File: config.mk
export PLATFORM = sky130hd
export DESIGN_NAME = cdt_pack_sequencer
export DESIGN_NICKNAME = d
export VERILOG_FILES = /design/src/rtl/cdt_pack_sequencer.sv
export SDC_FILE = /design/constraint.sdc
export NUM_CORES = 1
export LEC_CHECK = 0
export CAP_MARGIN = 25
export CORE_MARGIN = 2
export CORE_UTILIZATION = 51
export CTS_BUF_LIST = sky130_fd_sc_hd__clkbuf_4
export CTS_CLUSTER_SIZE = 20
export DETAILED_ROUTE_END_ITERATION = 12
export PLACE_DENSITY = 0.95
export SYNTH_ARGS = -nofsm -noshare
export SYNTH_HDL_FRONTEND = slang
export SYNTH_SLANG_ARGS = --single-unit
File: constraint.sdc
create_clock -name clk -period 5.3 [get_ports clk]
set_input_delay 1.59 -clock clk [delete_from_list [all_inputs] [get_ports clk]]
set_output_delay 1.59 -clock clk [all_outputs]
set_load 0.01 [all_outputs]
File: src/rtl/cdt_pack_sequencer.sv
// Purpose : sequences the CDT packing datapath of one crate, emitting one framed
//           packet (header, three source segments, trailer, crate ID) per trigger.
// Latency : trig high in cycle t with the queue empty and FSM idle -> pend_cnt=1 at t+1,
//           HDR state at t+2, header word on pk_out at t+3.
// Backpressure: none from the link; triggers queue up to PEND_DEPTH deep and any
//           further trigger while the queue is full is dropped and counted.
//
// Ports:
//   clk, reset      clock, synchronous active-high reset
//   trig            trigger request, one request per high cycle
//   crate_id[4:0]   crate identifier, latched in the HDR state
//   src_data[47:0]  source words {src2, src1, src0}
//   src_rd[2:0]     one-hot source read strobe (combinational from state)
//   pk_out[15:0]    registered frame word, IDLE_WORD when not valid
//   pk_valid/sof/eof  word qualifiers
//   busy            FSM not in IDLE
//   pend_cnt[2:0]   queued triggers
//   drop_cnt[15:0]  triggers dropped on a full queue (saturating)
//
// Build option: define CDT_PACK_CHKSUM_EN to append an XOR checksum word (CHK state)
// after the crate-ID word; eof then moves to the checksum word.

module cdt_pack_sequencer #(
    parameter int unsigned SEG_LEN    = 16,
    parameter int unsigned PEND_DEPTH = 4,
    parameter int unsigned GAP_CYCLES = 2,
    parameter logic [15:0] HDR_WORD   = 16'hAAAA,
    parameter logic [15:0] TRL_WORD   = 16'h5555,
    parameter logic [15:0] IDLE_WORD  = 16'd999
) (
    input  logic        clk,
    input  logic        reset,
    input  logic        trig,
    input  logic [4:0]  crate_id,
    input  logic [47:0] src_data,
    output logic [2:0]  src_rd,
    output logic [15:0] pk_out,
    output logic        pk_valid,
    output logic        pk_sof,
    output logic        pk_eof,
    output logic        busy,
    output logic [2:0]  pend_cnt,
    output logic [15:0] drop_cnt
);

    localparam logic [7:0] SEG_LAST = 8'(SEG_LEN - 1);
    // GAP_LAST is only consulted when the GAP state is reachable (GAP_CYCLES != 0).
    localparam logic [7:0] GAP_LAST = (GAP_CYCLES == 0) ? 8'd0 : 8'(GAP_CYCLES - 1);
    localparam logic [2:0] PEND_MAX = 3'(PEND_DEPTH);
    localparam bit         GAP_EN   = (GAP_CYCLES != 0);

    typedef enum logic [3:0] {
        S_IDLE,
        S_HDR,
        S_SEG0,
        S_SEG1,
        S_SEG2,
        S_TRL,
        S_CID,
`ifdef CDT_PACK_CHKSUM_EN
        S_CHK,
`endif
        S_GAP
    } state_t;

    state_t      state_q, state_d;
    logic [7:0]  cnt_q, cnt_d;          // word counter in SEGk, cycle counter in GAP
    logic [2:0]  pend_q, pend_d;
    logic [15:0] drop_q, drop_d;
    logic [4:0]  cid_q, cid_d;
    logic [15:0] pk_out_q, pk_out_d;
    logic        pk_valid_q, pk_valid_d;
    logic        pk_sof_q, pk_sof_d;
    logic        pk_eof_q, pk_eof_d;
    logic        deq;
    logic        frame_end;
    logic        gap_end;
`ifdef CDT_PACK_CHKSUM_EN
    logic [15:0] chk_q, chk_d;
`endif

    // ------------------------------------------------------------------
    // Next-state logic
    // ------------------------------------------------------------------
    always_comb begin
        state_d   = state_q;
        cnt_d     = cnt_q;
        deq       = 1'b0;
        frame_end = 1'b0;
        gap_end   = 1'b0;

        case (state_q)
            S_IDLE: begin
                // start decision is shared with the end-of-gap path below
            end
            S_HDR: begin
                state_d = S_SEG0;
                cnt_d   = 8'd0;
            end
            S_SEG0: begin
                if (cnt_q == SEG_LAST) begin
                    state_d = S_SEG1;
                    cnt_d   = 8'd0;
                end else begin
                    cnt_d = cnt_q + 8'd1;
                end
            end
            S_SEG1: begin
                if (cnt_q == SEG_LAST) begin
                    state_d = S_SEG2;
                    cnt_d   = 8'd0;
                end else begin
                    cnt_d = cnt_q + 8'd1;
                end
            end
            S_SEG2: begin
                if (cnt_q == SEG_LAST) begin
                    state_d = S_TRL;
                    cnt_d   = 8'd0;
                end else begin
                    cnt_d = cnt_q + 8'd1;
                end
            end
            S_TRL: begin
                state_d = S_CID;
            end
`ifdef CDT_PACK_CHKSUM_EN
            S_CID: begin
                state_d = S_CHK;
            end
            S_CHK: begin
                frame_end = 1'b1;
            end
`else
            S_CID: begin
                frame_end = 1'b1;
            end
`endif
            S_GAP: begin
                if (cnt_q == GAP_LAST) begin
                    gap_end = 1'b1;
                end else begin
                    cnt_d = cnt_q + 8'd1;
                end
            end
            default: begin
                state_d = S_IDLE;
            end
        endcase

        // With a zero-length gap the last frame word hands straight over to
        // the start decision, so back-to-back frames have no idle word.
        if (frame_end && GAP_EN) begin
            state_d = S_GAP;
            cnt_d   = 8'd0;
        end else if (frame_end || gap_end || (state_q == S_IDLE)) begin
            cnt_d = 8'd0;
            if (pend_q != 3'd0) begin
                state_d = S_HDR;
                deq     = 1'b1;
            end else begin
                state_d = S_IDLE;
            end
        end
    end

    // ------------------------------------------------------------------
    // Trigger queue accounting
    // ------------------------------------------------------------------
    always_comb begin
        pend_d = pend_q;
        drop_d = drop_q;
        if (trig && !deq) begin
            if (pend_q < PEND_MAX) begin
                pend_d = pend_q + 3'd1;
            end else if (drop_q != 16'hFFFF) begin
                drop_d = drop_q + 16'd1;
            end
        end else if (!trig && deq) begin
            pend_d = pend_q - 3'd1;
        end
        // trig together with a dequeue leaves the count unchanged
    end

    // ------------------------------------------------------------------
    // Read strobes and next output word
    // ------------------------------------------------------------------
    always_comb begin
        src_rd     = 3'b000;
        pk_out_d   = IDLE_WORD;
        pk_valid_d = 1'b0;
        pk_sof_d   = 1'b0;
        pk_eof_d   = 1'b0;
        cid_d      = cid_q;
`ifdef CDT_PACK_CHKSUM_EN
        chk_d      = chk_q;
`endif
        case (state_q)
            S_HDR: begin
                pk_out_d   = HDR_WORD;
                pk_valid_d = 1'b1;
                pk_sof_d   = 1'b1;
                cid_d      = crate_id;
`ifdef CDT_PACK_CHKSUM_EN
                chk_d      = 16'd0;
`endif
            end
            S_SEG0: begin
                src_rd     = 3'b001;
                pk_out_d   = src_data[15:0];
                pk_valid_d = 1'b1;
`ifdef CDT_PACK_CHKSUM_EN
                chk_d      = chk_q ^ src_data[15:0];
`endif
            end
            S_SEG1: begin
                src_rd     = 3'b010;
                pk_out_d   = src_data[31:16];
                pk_valid_d = 1'b1;
`ifdef CDT_PACK_CHKSUM_EN
                chk_d      = chk_q ^ src_data[31:16];
`endif
            end
            S_SEG2: begin
                src_rd     = 3'b100;
                pk_out_d   = src_data[47:32];
                pk_valid_d = 1'b1;
`ifdef CDT_PACK_CHKSUM_EN
                chk_d      = chk_q ^ src_data[47:32];
`endif
            end
            S_TRL: begin
                pk_out_d   = TRL_WORD;
                pk_valid_d = 1'b1;
            end
            S_CID: begin
                pk_out_d   = {11'b0, cid_q};
                pk_valid_d = 1'b1;
`ifndef CDT_PACK_CHKSUM_EN
                pk_eof_d   = 1'b1;
`endif
            end
`ifdef CDT_PACK_CHKSUM_EN
            S_CHK: begin
                pk_out_d   = chk_q;
                pk_valid_d = 1'b1;
                pk_eof_d   = 1'b1;
            end
`endif
            default: begin
            end
        endcase
    end

    // ------------------------------------------------------------------
    // State registers
    // ------------------------------------------------------------------
    always_ff @(posedge clk) begin
        if (reset) begin
            state_q    <= S_IDLE;
            cnt_q      <= 8'd0;
            pend_q     <= 3'd0;
            drop_q     <= 16'd0;
            cid_q      <= 5'd0;
            pk_out_q   <= IDLE_WORD;
            pk_valid_q <= 1'b0;
            pk_sof_q   <= 1'b0;
            pk_eof_q   <= 1'b0;
`ifdef CDT_PACK_CHKSUM_EN
            chk_q      <= 16'd0;
`endif
        end else begin
            state_q    <= state_d;
            cnt_q      <= cnt_d;
            pend_q     <= pend_d;
            drop_q     <= drop_d;
            cid_q      <= cid_d;
            pk_out_q   <= pk_out_d;
            pk_valid_q <= pk_valid_d;
            pk_sof_q   <= pk_sof_d;
            pk_eof_q   <= pk_eof_d;
`ifdef CDT_PACK_CHKSUM_EN
            chk_q      <= chk_d;
`endif
        end
    end

    assign pk_out   = pk_out_q;
    assign pk_valid = pk_valid_q;
    assign pk_sof   = pk_sof_q;
    assign pk_eof   = pk_eof_q;
    assign busy     = (state_q != S_IDLE);
    assign pend_cnt = pend_q;
    assign drop_cnt = drop_q;

endmodule

==> impl_metrics.ini <==
[timing]
rsz0062_at_grt = false
finalHoldViolations = 0
fmax_ghz = 0.249
fin_skew_ps = 14.9
finalCritPeriodShare = 0.757
min_period_ps = 4010
finalMaxSlewViolations = 0
slew_headroom = 0.432
holdWs_ps = 484
tightest_slew_ps = 852
setup_viol = 0
finalWorstSetupSlack_ps = 1290
setup-tns-final_ps = 0

[clocking]
post_cts_buffers = 0
worst_skew_pair.late_latency_ps = 370
cts_root_buf = clkbuf_4
cts-buffers-inserted = 5
cts_tree = built
ctsResizeCount = 0
cts.sinks = 54
hold_buffers = 0
htree_num_levels = 2
clockBufferDepth = 2
path_clk_slew_ps = 150

[drt]
firstDrtPassIters = 5
avgRoutedWirePerCell_um = 15.8
viasPerCell = 5.89
finalWirelength_um = 8180
post-route-drc-count = 0
drt_iter0_markers = 248
postRouteAntennaNets = 0
vias = 3059

[global_routing]
grt_pass1_vias = 2869
track_usage = 0.260
grt_pass1_wl_um = 13300
grt_max_degree = 48
antenna_found_initial = 0
grt_overflow = 0

[synth]
ys.warnings.count = 0
synth_cells = 363
synth_top_area_cell = dfxtp_1
ys_types = 55
synth_ff_type = dfxtp_1
syn-cell-area_mm2 = 0.00293
yosysTopAreaCellShare = 0.368
ys_seq_area_frac = 0.368
synthesis.nets = 426
yosys-top-cells-area = dfxtp_1 (37%), nor2_1 (7.4%), a21oi_1 (6.0%)
async_reset_ff_frac = 0
ys_ff_latch = 54
avgSynthCellArea_um2 = 8.08
synth-edff-count = 0

[setup_path]
worstSetupEndpointType = primary output
worst-endpoint-required_ps = 3710
critPathLaunchType = flip-flop
arrival_ps = 2420
critical_path_class = flip-flop to primary output
cp_max_fo = 19

[floorplan]
die_w_um = 79.9
row_count = 27
ios = 98
coreArea_mm2 = 0.00554
die_area_mm2 = 0.00638
die_h_um = 79.9
initial_core_util = 0.530

[placement]
dpl.hpwl_um = 6000
placed_area_mm2 = 0.00392
gp_congestion = 0.856
place_ws_ps = 1470
dp.cells = 513
portBuffers = 97

[layout]
layout_common_cells = clkdlybuf4s50_1 (96), nor2_1 (58), dfxtp_1 (54)
syn2layout_area_growth_pct = 35.1
n_antenna_cell = 0
final_common_cell = clkdlybuf4s50_1
drive_gt1_frac = 0.0380
fillers = 434
multi_input_area_mm2 = 0.00172
stdcell_count = 519
register_area_mm2 = 0.00108
final_util = 0.715
nets = 511
final_cell_area_mm2 = 0.00396

[power]
combPwrFrac = 0.523
switching_share = 0.409
leakagePower_nw = 1.40
p_int_mw = 0.841
total_power_mw = 1.42
ir_drop_mv = 0.317
p_per_area_mw_per_mm2 = 359
power.switching_mw = 0.581
power_frac_seq = 0.360
clkPwrFrac = 0.117

[hold_path]
worstHoldPathType = flip-flop to flip-flop

[run]
drv_cap = 0

[status]
status = completed
worst max-delay path: stages (launching register included):
cell	delay [ps]
dfxtp_1	730
inv_1	370
nand2_1	370
nor2_1	90
clkdlybuf4s50_1	500
sequential cells by signal (all words and copies together) (netlist names):
register / flops
drop_cnt: 16
pk_out: 16
cnt_q: 8
cid_q: 5
pend_cnt: 3
state_q: 3
pk_eof: 1
pk_sof: 1
pk_valid: 1
path summary, 6_finish.rpt:
path	from	to	slack, ps	cells past startpoint
setup / recovery	state_q[2]	src_rd[0]	1290	4
hold / removal	cid_q[1]	cid_q[1]	480	2
setup reg to reg	state_q[2]	drop_cnt[12]	1780	11
hold reg to reg	cid_q[1]	cid_q[1]	480	2
cells in the mapped netlist (5+ instances only):
cell type / number
a211oi_1: 5
a21oi_1: 35
and3_1: 5
buf_1: 7
buf_2: 6
clkbuf_1: 9
dfxtp_1: 54
ha_1: 6
inv_1: 11
mux2i_1: 11
nand2_1: 20
nand3_1: 13
nor2_1: 58
nor3_1: 9
o211ai_1: 5
o21ai_0: 22
o22a_1: 6
xnor2_1: 7
xor2_1: 12
cell type report:
| type | count | share of cell area |
|---|---|---|
| repair buffers | 100 | 0.249 |
| flip-flops and latches | 54 | 0.273 |
| inverters | 11 | 0.0104 |
| clock buffers | 5 | 0.00947 |
| multi-input cells | 276 | 0.434 |
| clock inverters | 1 | 0.000947 |
| well taps | 72 | 0.0227 |
power groups by stage:
stage | logic (mW) | clock network [mW] | registers (mW)
after floorplan | 0.463 | 0 | 0.536
after global placement | 0.714 | 0 | 0.516
after detailed placement | 0.739 | 0 | 0.520
after CTS | 0.742 | 0.167 | 0.511
after global routing | 0.826 | 0.183 | 0.518
final | 0.744 | 0.166 | 0.512
per-layer routing:
layer | share of wire | global-route usage | up-vias
met5 | 0 | 0 | -
met4 | 0.0090 | 0.0661 | 0
met3 | 0.082 | 0.0588 | 8
met2 | 0.51 | 0.461 | 128
met1 | 0.40 | 0.318 | 1447
li1 | - | - | 1476
cell families (layout without fill, tap and decap cells):
kind of cell,after synthesis,in the layout,synth area share
and+or+nand+nor,136,136,0.226
DFF,54,54,0.368
AOI/OAI and AO/OA,102,102,0.229
muxes,12,12,0.0426
adders and majority gates,7,7,0.0324
xor gates and xnor gates,19,19,0.0567
buffers and inverters,33,117,0.0448
Power figures use the tool's default switching activity.
